### src/rtl/secure_link_pkg.sv
// Shared definitions for the secured serial link.
// Keystream key, LFSR taps and the step function used by both link ends.
package secure_link_pkg;

    localparam logic [127:0] MASTER_KEY_DEFAULT =
        128'hDEADBEEF_CAFEBABE_01234567_89ABCDEF;

    localparam int TAP_A = 127;
    localparam int TAP_B = 29;
    localparam int TAP_C = 27;
    localparam int TAP_D = 2;

    typedef enum logic {
        RX_IDLE,
        RX_ADV
    } rx_state_e;

    function automatic logic [127:0] lfsr_step(input logic [127:0] s);
        logic fb;
        fb = s[TAP_A] ^ s[TAP_B] ^ s[TAP_C] ^ s[TAP_D];
        return {fb, s[127:1]};
    endfunction

endpackage

### src/rtl/keystream_lfsr.sv
// 128-bit keystream LFSR, shared by the receive and transmit link ends.
// load has priority over step; reset loads the master key.
module keystream_lfsr
    import secure_link_pkg::*;
#(
    parameter logic [127:0] MASTER_KEY = MASTER_KEY_DEFAULT
) (
    input  logic         clk,
    input  logic         rst_n,
    input  logic         load,
    input  logic         step,
    output logic [127:0] state
);

    always_ff @(posedge clk or negedge rst_n) begin
        if (!rst_n) begin
            state <= MASTER_KEY;
        end else if (load) begin
            state <= MASTER_KEY;
        end else if (step) begin
            state <= lfsr_step(state);
        end
    end

endmodule

### src/rtl/stream_decrypt_rx.sv
// Receive-side stream decryptor: XOR with LFSR keystream, 8-step advance
// per byte, plaintext buffered in a small valid/ready FIFO.
module stream_decrypt_rx
    import secure_link_pkg::*;
#(
    parameter int           FIFO_DEPTH = 4,
    parameter logic [127:0] MASTER_KEY = MASTER_KEY_DEFAULT
) (
    input  logic        clk,
    input  logic        rst_n,
    input  logic        resync,
    input  logic        in_valid,
    input  logic [7:0]  in_data,
    output logic        in_ready,
    output logic        out_valid,
    output logic [7:0]  out_data,
    input  logic        out_ready,
    output logic        overrun,
    output logic [31:0] byte_count,
    output logic        busy
);

    localparam int AW = $clog2(FIFO_DEPTH);
    localparam logic [AW:0] DEPTH_C = (AW + 1)'(FIFO_DEPTH);

    rx_state_e     state_q, state_d;
    logic [2:0]    cnt_q, cnt_d;
    logic          step;
    logic          accept;
    logic [127:0]  lfsr_state;
    logic [7:0]    plain;

    logic [7:0]    mem [FIFO_DEPTH];
    logic [AW-1:0] wr_ptr, rd_ptr;
    logic [AW:0]   count;
    logic          full;
    logic          pop;

    keystream_lfsr #(
        .MASTER_KEY(MASTER_KEY)
    ) u_lfsr (
        .clk  (clk),
        .rst_n(rst_n),
        .load (resync),
        .step (step),
        .state(lfsr_state)
    );

    assign plain     = in_data ^ lfsr_state[7:0];
    assign full      = (count == DEPTH_C);
    assign out_valid = (count != '0);
    assign out_data  = mem[rd_ptr];
    assign pop       = out_valid && out_ready && !resync;

    always_ff @(posedge clk or negedge rst_n) begin
        if (!rst_n) begin
            state_q <= RX_IDLE;
            cnt_q   <= '0;
        end else begin
            state_q <= state_d;
            cnt_q   <= cnt_d;
        end
    end

    always_comb begin
        state_d  = state_q;
        cnt_d    = cnt_q;
        in_ready = 1'b0;
        busy     = 1'b0;
        step     = 1'b0;
        accept   = 1'b0;
        unique case (state_q)
            RX_IDLE: begin
                in_ready = !full;
                if (in_valid && !full && !resync) begin
                    accept  = 1'b1;
                    state_d = RX_ADV;
                    cnt_d   = '0;
                end
            end
            RX_ADV: begin
                busy  = 1'b1;
                step  = !resync;
                cnt_d = cnt_q + 3'd1;
                if (cnt_q == 3'd7) begin
                    state_d = RX_IDLE;
                end
            end
        endcase
        // resync aborts any advance in flight
        if (resync) begin
            state_d = RX_IDLE;
            cnt_d   = '0;
        end
    end

    always_ff @(posedge clk or negedge rst_n) begin
        if (!rst_n) begin
            wr_ptr <= '0;
            rd_ptr <= '0;
            count  <= '0;
            for (int i = 0; i < FIFO_DEPTH; i++) begin
                mem[i] <= '0;
            end
        end else if (resync) begin
            wr_ptr <= '0;
            rd_ptr <= '0;
            count  <= '0;
        end else begin
            if (accept) begin
                mem[wr_ptr] <= plain;
                wr_ptr      <= wr_ptr + 1'b1;
            end
            if (pop) begin
                rd_ptr <= rd_ptr + 1'b1;
            end
            unique case ({accept, pop})
                2'b10:   count <= count + 1'b1;
                2'b01:   count <= count - 1'b1;
                default: count <= count;
            endcase
        end
    end

    always_ff @(posedge clk or negedge rst_n) begin
        if (!rst_n) begin
            overrun    <= 1'b0;
            byte_count <= '0;
        end else if (resync) begin
            overrun    <= 1'b0;
            byte_count <= '0;
        end else begin
            if (in_valid && !in_ready) begin
                overrun <= 1'b1;
            end
            if (accept) begin
                byte_count <= byte_count + 32'd1;
            end
        end
    end

endmodule

### config.mk
export PLATFORM = sky130hd
export DESIGN_NAME = stream_decrypt_rx
export DESIGN_NICKNAME = d
export VERILOG_FILES = /design/src/rtl/secure_link_pkg.sv /design/src/rtl/keystream_lfsr.sv /design/src/rtl/stream_decrypt_rx.sv
export SDC_FILE = /design/constraint.sdc
export NUM_CORES = 1
export LEC_CHECK = 0
export BUFFER_PORTS_ARGS = -buffer_cell sky130_fd_sc_hd__buf_2
export CAP_MARGIN = 20
export CORE_MARGIN = 1
export CORE_UTILIZATION = 35
export CTS_CLUSTER_DIAMETER = 150
export DETAILED_ROUTE_END_ITERATION = 7
export PLACE_DENSITY_LB_ADDON = 0.05
export SYNTH_ARGS = -nofsm -noshare
export SYNTH_HDL_FRONTEND = slang
export SYNTH_SLANG_ARGS = --single-unit
### constraint.sdc
create_clock -name clk -period 2.1 [get_ports clk]
set_clock_uncertainty 0.15 [all_clocks]
set_input_delay 0.105 -clock clk [delete_from_list [all_inputs] [get_ports clk]]
set_output_delay 0.105 -clock clk [all_outputs]
set_load 0.005 [all_outputs]
==> flow_metrics.tcl <==
set metrics [dict create \
    critPathMaxStageDelay_ns 0.47 \
    core_outline_area_sq_mm 0.0260 \
    routed_wirelength_mm 18.1 \
    syn-cell-area_sq_mm 0.00923 \
    worstSetupStartpointType "flop" \
    async_flop_share_pct 100 \
    cts_tree "done" \
    ys_seq_elements 204 \
    cp.required_ns 2.35 \
    grt_util_all_layers_pct 13.8 \
    overflow 0 \
    number_of_buffers_inserted_during_clock_tree_synthesis 25 \
    hold_path_class "in -> async" \
    floorplan.rows 59 \
    crit_slowest_cell "sky130_fd_sc_hd__dfrtp_4" \
    relSlewSlack_pct 34.5 \
    top_layer_used "met4" \
    worst_ep_arrival_time_ns 2.46 \
    path_class "reg -> reg" \
    vias_per_cell 4.98 \
    die_h_um 164 \
    max_clock_freq_mhz 453 \
    clock_sink_count 204 \
    mostFrequentLayoutCell "sky130_fd_sc_hd__dfrtp_1" \
    yosysWarningCount 0 \
    cts_root_buffer "sky130_fd_sc_hd__clkbuf_16" \
    drt_drc_violations_left 0 \
    synth_edf_count 0 \
    ys_types 48 \
    period_share_pct 105 \
    start_util_pct 35.5 \
    worstPathCellList "or3b_4, o21ai_4, nor2_2, fa_2, mux2i_1, mux2_2" \
    num_vias 6060 \
    placement.cell_area_sq_mm 0.0102 \
    antenna_left 0 \
    gp_routability_congestion 0.746 \
    power_per_cell_area_mw_per_mm2 1030 \
    place.port_buffers 56 \
    dr.first_iter.drc_count 320 \
    pin_count_of_the_biggest_net_entering_global_routing 214 \
    rsz0062_at_grt "true" \
    power_leakage_nw 4.94 \
    pin_count 57 \
    nNetsFinal 885 \
    first_pass_grt_wire_length_mm 30.3 \
    synth_ff_type "sky130_fd_sc_hd__dfrtp_1" \
    met2RoutedLength_mm 8.47 \
    dp_hpwl_mm 11.0 \
    worst_skew_late_latency_ns 0.52 \
    post_route_cells_drive_above_1_share_pct 34.3 \
    syn_nets 785 \
    antenna_found_initial 0 \
    clock_tree.htree_level_count 1 \
    slew_viol_final 0 \
    dieWidth_um 164 \
    fin_worst_setup_slack_ns -0.109 \
    layout.cell_area.non_filler_sq_mm 0.0113 \
    synthesis.area_per_instance_sq_um 12.1 \
    cts_max_path_buffers 3 \
    antenna_cells_inserted 0 \
    vias_in_the_first_global_route 6113 \
    hold_violations 0 \
    worst-slew-pin-transition_ns 0.982 \
    cap_viol_max_count 0 \
    run_status "complete, but fails checks" \
    finalSetupViolCount 1 \
    synth_cells 764 \
    worstPathMaxFanout 3 \
    clk_pin_slew_worst_paths_ns 0.06 \
    seq_area_frac_synth_pct 56.4 \
    die_area_sq_mm 0.0270 \
    place.detailed.instances 1155 \
    finalWorstPathRequiredPeriod_ns 2.21 \
    vdd_ir_drop_max_uv 544 \
    syn2layout_area_growth_pct 22.0 \
    layoutNonFillerInstCount 1218 \
    routedLengthMet1_mm 8.60 \
    detail_route.first_pass.iterations 7 \
    setup.worst_path.end_class "flop" \
    dr_wl_met3_um 627 \
    mostFrequentLayoutCells "124 x sky130_fd_sc_hd__dfrtp_1, 85 x sky130_fd_sc_hd__nor2b_1, 78 x sky130_fd_sc_hd__dfstp_2" \
    avgRoutedWirePerCell_um 14.9 \
    post-route-util_pct 43.3 \
    violations_in_the_final_reports "negative setup slack" \
]
synth_stat cells, drive strengths merged, types with 3 or more instances:
| cell type | number | area, sq um |
|---|---|---|
| nand2b | 12 | 75.1 |
| nand2 | 20 | 75.1 |
| a211o | 77 | 674 |
| nor2b | 85 | 532 |
| nor3 | 3 | 15.0 |
| mux4 | 8 | 180 |
| dfstp | 78 | 2050 |
| nor2 | 69 | 259 |
| mux2 | 40 | 450 |
| or3 | 8 | 50.1 |
| nand3 | 14 | 70.1 |
| nand3b | 4 | 30.0 |
| nand4 | 11 | 81.3 |
| xor2 | 10 | 87.6 |
| inv | 7 | 26.3 |
| nor4 | 6 | 43.8 |
| a21oi | 12 | 60.1 |
| o31ai | 9 | 67.6 |
| xnor2 | 6 | 52.6 |
| ha | 7 | 87.6 |
| mux2i | 61 | 611 |
| buf | 14 | 66.3 |
| dfrtp | 126 | 3150 |
| o21ai | 11 | 55.1 |
| clkbuf | 39 | 146 |
| and3 | 3 | 18.8 |
| or4 | 7 | 52.6 |
worst paths after layout:
kind	startpoint	endpoint	slack (ns)	cells after the start
setup / recovery	state_q	count[2]	-0.11	6
hold / removal	rst_n	mem[30]	0.02	2
setup reg to reg	state_q	count[2]	-0.11	6
hold reg to reg	u_lfsr.state[90]	u_lfsr.state[89]	0.33	1
max in group asynchronous	rst_n	byte_count[31]	1.04	3
min in group clk	out_ready	rd_ptr[0]	0.04	5
routing by layer:
layer | GRT usage [%] | vias up
li1 | - | 2916
met1 | 18.5 | 3022
met2 | 22.5 | 88
met3 | 2.35 | 34
met4 | 4.55 | 0
met5 | 0 | -
metrics by stage:
step                      TNS (ns)  setup slack [ns]  hold WS, ns  total power (W)
final                       -0.109            -0.109       0.0160           0.0116
after global routing        -0.212            -0.178       0.0424           0.0123
after CTS                   -0.310            -0.109       0.0205           0.0118
after detailed placement    -0.261            -0.115      0.00513          0.00751
after global placement      -0.152            -0.116     -0.00567          0.00740
after floorplan             -0.236            -0.169       -0.341          0.00670
cells by family (layout without fill, tap and decap cells):
family                   Yosys count  in the layout  synth area share, %
AND/OR/NAND/NOR                  252            252                 15.0
XOR/XNOR                          16             16                 1.52
flip-flops                       204            204                 56.4
buffers and inverters             61            180                 2.69
multiplexers                     109            109                 13.5
AO/OA/AOI/OAI                    114            114                 9.75
adder cells (fa/ha/maj)            8              8                 1.17
report_power, final:
part	total [W]	switching, W	internal, W
combinational	0.00241	0.00109	0.00132
sequential	0.00509	0.000367	0.00472
clock	0.00412	0.00162	0.00250
total	0.0116	0.00307	0.00854
cell type report:
type / instances / area, sq um
clock buffer: 39 / 728
clock inverter: 7 / 67.6
tap: 335 / 419
timing repair buffer: 127 / 941
multi-input combinational: 499 / 3870
inverter: 7 / 26.3
fill: 2423 / 14700
sequential: 204 / 5210
state kept, by name, summed over array words and instances, names as in the netlist:
name,count
state_q,1
rd_ptr,2
count,3
cnt_q,3
mem,32
wr_ptr,2
overrun,1
u_lfsr.state,128
byte_count,32
critical path, delay by kind of cell (launching register included):
family	cells	cell delay [ns]
and+or+nand+nor	2	0.45
DFF	1	0.47
adders and majority gates	1	0.38
AOI/OAI and AO/OA	1	0.14
muxes	2	0.50
timing repair:
action / in CTS / in global routing
hold buffers: 11 / 0
cloned: 0 / 1
endpoints found under the hold margin: 186 / 0
setup endpoints to repair: 11 / 39
resized for setup: 4 / 13
pin swaps: 0 / 5
setup buffers: 0 / 5
No activity file was read; power rests on OpenSTA's default activity.
